## config.mk

```make
export PLATFORM = sky130hd
export DESIGN_NAME = classifier_seq_ctrl
export DESIGN_NICKNAME = d
export VERILOG_FILES = /design/src/rtl/classifier_seq_ctrl.sv
export SDC_FILE = /design/constraint.sdc
export NUM_CORES = 1
export LEC_CHECK = 0
export ABC_CLOCK_PERIOD_IN_PS = 3400
export CAP_MARGIN = 20
export CORE_AREA = 5 5 82 84
export CTS_BUF_LIST = sky130_fd_sc_hd__clkbuf_4 sky130_fd_sc_hd__clkbuf_8
export DETAILED_ROUTE_END_ITERATION = 7
export DIE_AREA = 0 0 87 89
export PLACE_DENSITY = 0.89
export SETUP_SLACK_MARGIN = 0.05
export SYNTH_ARGS = -nofsm -noshare
export SYNTH_HDL_FRONTEND = slang
export SYNTH_SLANG_ARGS = --single-unit
```

## constraint.sdc

```tcl
create_clock -name clk -period 3.4 [get_ports clk]
set_input_delay 0.34 -clock clk [delete_from_list [all_inputs] [get_ports clk]]
set_output_delay 0.34 -clock clk [all_outputs]
set_load 0.01 [all_outputs]
```

## src/rtl/classifier_seq_ctrl.sv

```systemverilog
// Valid/ready sequencer around the combinational classifier core: holds each sample on the core
// input for SETTLE_CYCLES, captures the class, then presents it downstream. Optional CLS_HIST_EN adds per-class histogram.
module classifier_seq_ctrl #(
    parameter int NUM_INP       = 5,
    parameter int WIDTH_A       = 8,
    parameter int OUTWIDTH      = 2,
    parameter int SETTLE_CYCLES = 4,
    parameter int CNT_W         = 16
) (
    input  logic                         clk,
    input  logic                         rst_n,
    input  logic                         s_valid,
    output logic                         s_ready,
    input  logic [NUM_INP*WIDTH_A-1:0]   s_data,
    output logic [NUM_INP*WIDTH_A-1:0]   cls_inp,
    input  logic [OUTWIDTH-1:0]          cls_out,
    output logic                         m_valid,
    input  logic                         m_ready,
    output logic [OUTWIDTH-1:0]          m_class,
    output logic                         busy,
    output logic [CNT_W-1:0]             sample_cnt
`ifdef CLS_HIST_EN
    ,
    input  logic                         hist_clr,
    output logic [(2**OUTWIDTH)*CNT_W-1:0] hist_cnt
`endif
);

    localparam int DW   = NUM_INP * WIDTH_A;
    localparam int SW   = (SETTLE_CYCLES > 1) ? $clog2(SETTLE_CYCLES + 1) : 1;
    localparam int NCLS = 2 ** OUTWIDTH;

    generate
        if (SETTLE_CYCLES < 1) begin : g_settle_chk
            $error("classifier_seq_ctrl: SETTLE_CYCLES must be >= 1");
        end
    endgenerate

    typedef enum logic [1:0] {
        ST_IDLE   = 2'd0,
        ST_SETTLE = 2'd1,
        ST_OUT    = 2'd2
    } state_t;

    state_t               state_q, state_d;
    logic [SW-1:0]        cnt_q, cnt_d;
    logic [DW-1:0]        cls_inp_q, cls_inp_d;
    logic [OUTWIDTH-1:0]  m_class_q, m_class_d;
    logic                 m_valid_q, m_valid_d;
    logic [CNT_W-1:0]     sample_cnt_q, sample_cnt_d;
    logic                 out_hs_s;

    // Next-state and datapath decode for the three-state sequencer.
    always_comb begin
        state_d      = state_q;
        cnt_d        = cnt_q;
        cls_inp_d    = cls_inp_q;
        m_class_d    = m_class_q;
        m_valid_d    = m_valid_q;
        sample_cnt_d = sample_cnt_q;
        s_ready      = 1'b0;
        busy         = 1'b0;
        out_hs_s     = 1'b0;
        case (state_q)
            ST_IDLE: begin
                s_ready = 1'b1;
                if (s_valid) begin
                    cls_inp_d = s_data;
                    cnt_d     = SW'(SETTLE_CYCLES - 1);
                    state_d   = ST_SETTLE;
                end else begin
                    state_d = ST_IDLE;
                end
            end
            ST_SETTLE: begin
                busy = 1'b1;
                // The core output is only trusted at the end of the window.
                if (cnt_q != {SW{1'b0}}) begin
                    cnt_d = cnt_q - SW'(1);
                end else begin
                    m_class_d = cls_out;
                    m_valid_d = 1'b1;
                    state_d   = ST_OUT;
                end
            end
            ST_OUT: begin
                busy = 1'b1;
                if (m_valid_q && m_ready) begin
                    out_hs_s     = 1'b1;
                    m_valid_d    = 1'b0;
                    sample_cnt_d = sample_cnt_q + CNT_W'(1);
                    state_d      = ST_IDLE;
                end else begin
                    state_d = ST_OUT;
                end
            end
            default: begin
                state_d   = ST_IDLE;
                m_valid_d = 1'b0;
            end
        endcase
    end

    // Sequencer state and output registers with synchronous active-low reset.
    always_ff @(posedge clk) begin
        if (!rst_n) begin
            state_q      <= ST_IDLE;
            cnt_q        <= {SW{1'b0}};
            cls_inp_q    <= {DW{1'b0}};
            m_class_q    <= {OUTWIDTH{1'b0}};
            m_valid_q    <= 1'b0;
            sample_cnt_q <= {CNT_W{1'b0}};
        end else begin
            state_q      <= state_d;
            cnt_q        <= cnt_d;
            cls_inp_q    <= cls_inp_d;
            m_class_q    <= m_class_d;
            m_valid_q    <= m_valid_d;
            sample_cnt_q <= sample_cnt_d;
        end
    end

    assign cls_inp    = cls_inp_q;
    assign m_class    = m_class_q;
    assign m_valid    = m_valid_q;
    assign sample_cnt = sample_cnt_q;

`ifdef CLS_HIST_EN
    logic [CNT_W-1:0] hist_q [NCLS];
    logic [CNT_W-1:0] hist_d [NCLS];

    function automatic logic [CNT_W-1:0] sat_inc(input logic [CNT_W-1:0] v);
        if (v == {CNT_W{1'b1}}) begin
            sat_inc = v;
        end else begin
            sat_inc = v + CNT_W'(1);
        end
    endfunction

    // Histogram update: clear wins over a same-cycle handshake increment.
    always_comb begin
        for (int c = 0; c < NCLS; c++) begin
            if (hist_clr) begin
                hist_d[c] = {CNT_W{1'b0}};
            end else if (out_hs_s && (m_class_q == OUTWIDTH'(c))) begin
                hist_d[c] = sat_inc(hist_q[c]);
            end else begin
                hist_d[c] = hist_q[c];
            end
        end
    end

    // Histogram counter registers.
    always_ff @(posedge clk) begin
        if (!rst_n) begin
            for (int c = 0; c < NCLS; c++) begin
                hist_q[c] <= {CNT_W{1'b0}};
            end
        end else begin
            for (int c = 0; c < NCLS; c++) begin
                hist_q[c] <= hist_d[c];
            end
        end
    end

    // Flatten counters onto the output bus, class c at [c*CNT_W +: CNT_W].
    always_comb begin
        hist_cnt = {((2**OUTWIDTH)*CNT_W){1'b0}};
        for (int c = 0; c < NCLS; c++) begin
            hist_cnt[c*CNT_W +: CNT_W] = hist_q[c];
        end
    end
`else
    logic unused_hs_s;
    assign unused_hs_s = out_hs_s;
`endif

endmodule
```

==> results.toml <==
[cells_and_area]
fin_util_pct = 66.0
drive_gt1_share_pct = 5.95
nets = 468
regArea_um2 = 1280
diodes = 0
finalNonFillerCells = 495
layout_commonest_cell = "clkdlybuf4s50_1"
multiInputGateArea_um2 = 1180
syn_to_final_growth_pct = 51.1
layout_common_cells = "clkdlybuf4s50_1, nand2_1, dfxtp_1"
n_fill_cell = 468

[run]
maxCapViolations = 0

[logic_synthesis]
synth_cell_types = 33
synthArstFlopShare_pct = 0
synth_seq_cells = 64
netlist_area_um2 = 2560
synthTopCellsByArea = "dfxtp_1, nand2_1, a21oi_1"
synth_edf_count = 0
yosysWarnings = 0
ys_seq_area_share_pct = 50.1
synth_top_area_cell = "dfxtp_1"
avgSynthCellArea_um2 = 8.14
synth_fp_nets = 367
synth_top_area_share_pct = 50.1
syn_inst = 314
ys.flop_type = "dfxtp_1"

[timing]
final_hold_viol_count = 0
fmax_ghz = 0.499
period_needed_ns = 2.00
max_slew.worst_pin.slew_ns = 1.03
maxSlewViolCount = 0
setup_viol = 0
slew-limit-headroom_pct = 31.5
rsz0062_at_grt = "false"
timing.final.crit_share_pct = 58.9
worst_slack_ns = 1.40
finalSetupTns_ns = 0
finalClockSkew_ns = 0.00839

[place]
port_buffers = 106
dp_slack_ns = 1.35
dp_hpwl_um = 4850
dp_cells = 479
gp_congestion = 0.818

[setup_path]
critical_path_buf_inv_count = 2
cp_data_required_time_ns = 3.06
crit_path_start_kind = "flip-flop"
cpPeakStageDelay_ns = 0.58
slowest_stage = "clkdlybuf4s50_1"
crit_family = "buffers and inverters"
crit_path_max_fanout = 7
cp.arrival_ns = 1.66
crit_chain = "inv_1 -> ha_1 -> clkdlybuf4s50_1"
crit_type = "reg2out"
cp-end-kind = "primary output"

[pwr]
ir_worst_vdd_uv = 256
total_power_mw = 1.92
power_leakage_nw = 1.42
p_per_area_nw_per_um2 = 498

[clock_tree]
cts_root_buf = "clkbuf_8"
cts_hold_buf = 0
cts_htree_levels = 3
ctsResizeCount = 0
cts_tree = "done"
clk_latency_ns = 0.33
cts_buffer_depth = 2
postCtsSetupRepairBufs = 0
path_clk_slew_ns = 0.07
cts_buffers = 9
clock_sinks = 64

[detailed_routing]
wirelength_um = 6680
initialDrtViolationCount = 75
post_drt_wl_per_cell_um = 13.5
via_per_inst = 4.90
wl_met2_um = 3280
first_pass_iters = 4
wl_met1_um = 2770
ant_nets = 0
dr.max_layer_used = "met4"
drc_errors = 0
vias = 2426
wl_met3_um = 549

[global_route]
grt_usage_pct = 17.4
grt_pass1_wl_um = 10800
first_global_vias = 2376
antenna_found_initial = 0
grt_max_degree = 63
grt-ovfl-total = 0

[floorplanning]
rows = 28
io_pins = 107
core_area_um2 = 5850
start_util_pct = 43.7
die_height_um = 89
dieArea_um2 = 7740
fp.dieW_um = 87

[run_status]
status = "finished clean"

[hold_path]
hp-class = "reg2reg"
==> cell usage after synthesis (2+ instances only) <==
library cell	n
a21oi_1	51
and2_1	2
and3_1	2
buf_2	2
clkbuf_1	16
dfxtp_1	64
ha_1	7
inv_1	5
nand2_1	92
nand3_1	6
nand4_1	4
nor2_1	18
nor2b_1	3
nor3_1	3
nor4_1	2
o21ai_0	8
o31ai_1	2
or3_1	3
xnor2_1	5
xor2_1	6
==> report_power, final <==
part | switching [mW] | internal [mW]
Clock | 0.268 | 0.393
Combinational | 0.205 | 0.213
Sequential | 0.0332 | 0.811
Total | 0.506 | 1.42
==> worst paths after layout <==
check	start	end	slack (ns)	cells past startpoint
max reg2reg	state_q[0]$_SDFFE_PN0P_	sample_cnt[15]$_SDFFE_PN0P_	1.47	6
min reg2reg	cls_inp[1]$_SDFFE_PN0P_	cls_inp[1]$_SDFFE_PN0P_	0.45	2
min	cls_inp[1]$_SDFFE_PN0P_	cls_inp[1]$_SDFFE_PN0P_	0.45	2
max	state_q[0]$_SDFFE_PN0P_	s_ready	1.40	3
==> layer usage <==
metal	global-route usage (%)	vias to the layer above
met1	19.7	1100
li1	-	1243
met2	30.0	76
met4	7.79	0
met5	0	-
met3	5.71	7
==> stage by stage <==
step	instance area (µm²)	hold WS (ns)
floorplan	2560	0.437
global placement	3660	0.441
detailed placement	3660	0.448
CTS	3860	0.457
global route	3860	0.472
finish	3860	0.452
==> cell type report <==
| type | instances | share of cell area [%] |
|---|---|---|
| repair buffers | 108 | 27.9 |
| clock inverters | 3 | 1.04 |
| inverters | 6 | 0.583 |
| well taps | 75 | 2.43 |
| flip-flops and latches | 64 | 33.2 |
| multi-input cells | 226 | 30.6 |
| clock buffers | 13 | 4.31 |
==> worst register-to-register path, cell delays in order, from the launching register on <==
cell	delay (ns)
dfxtp_1	0.34
inv_1	0.13
ha_1	0.30
nand3_4	0.15
or2_4	0.30
or4_1	0.48
a21oi_1	0.15
==> flip-flops by register name (all words and copies together), names as in the netlist <==
name,cells
sample_cnt,16
state_q,2
cls_inp,40
m_class,2
m_valid,1
cnt_q,3
==> logic make-up after synthesis <==
| family | synth area share (%) |
|---|---|
| xor gates and xnor gates | 3.77 |
| DFF | 50.1 |
| adders and majority gates | 3.43 |
| buffers and inverters | 3.62 |
| muxes | 0.832 |
| and+or+nand+nor | 25.5 |
| AOI/OAI and AO/OA | 12.8 |
Power figures use the tool's default switching activity.
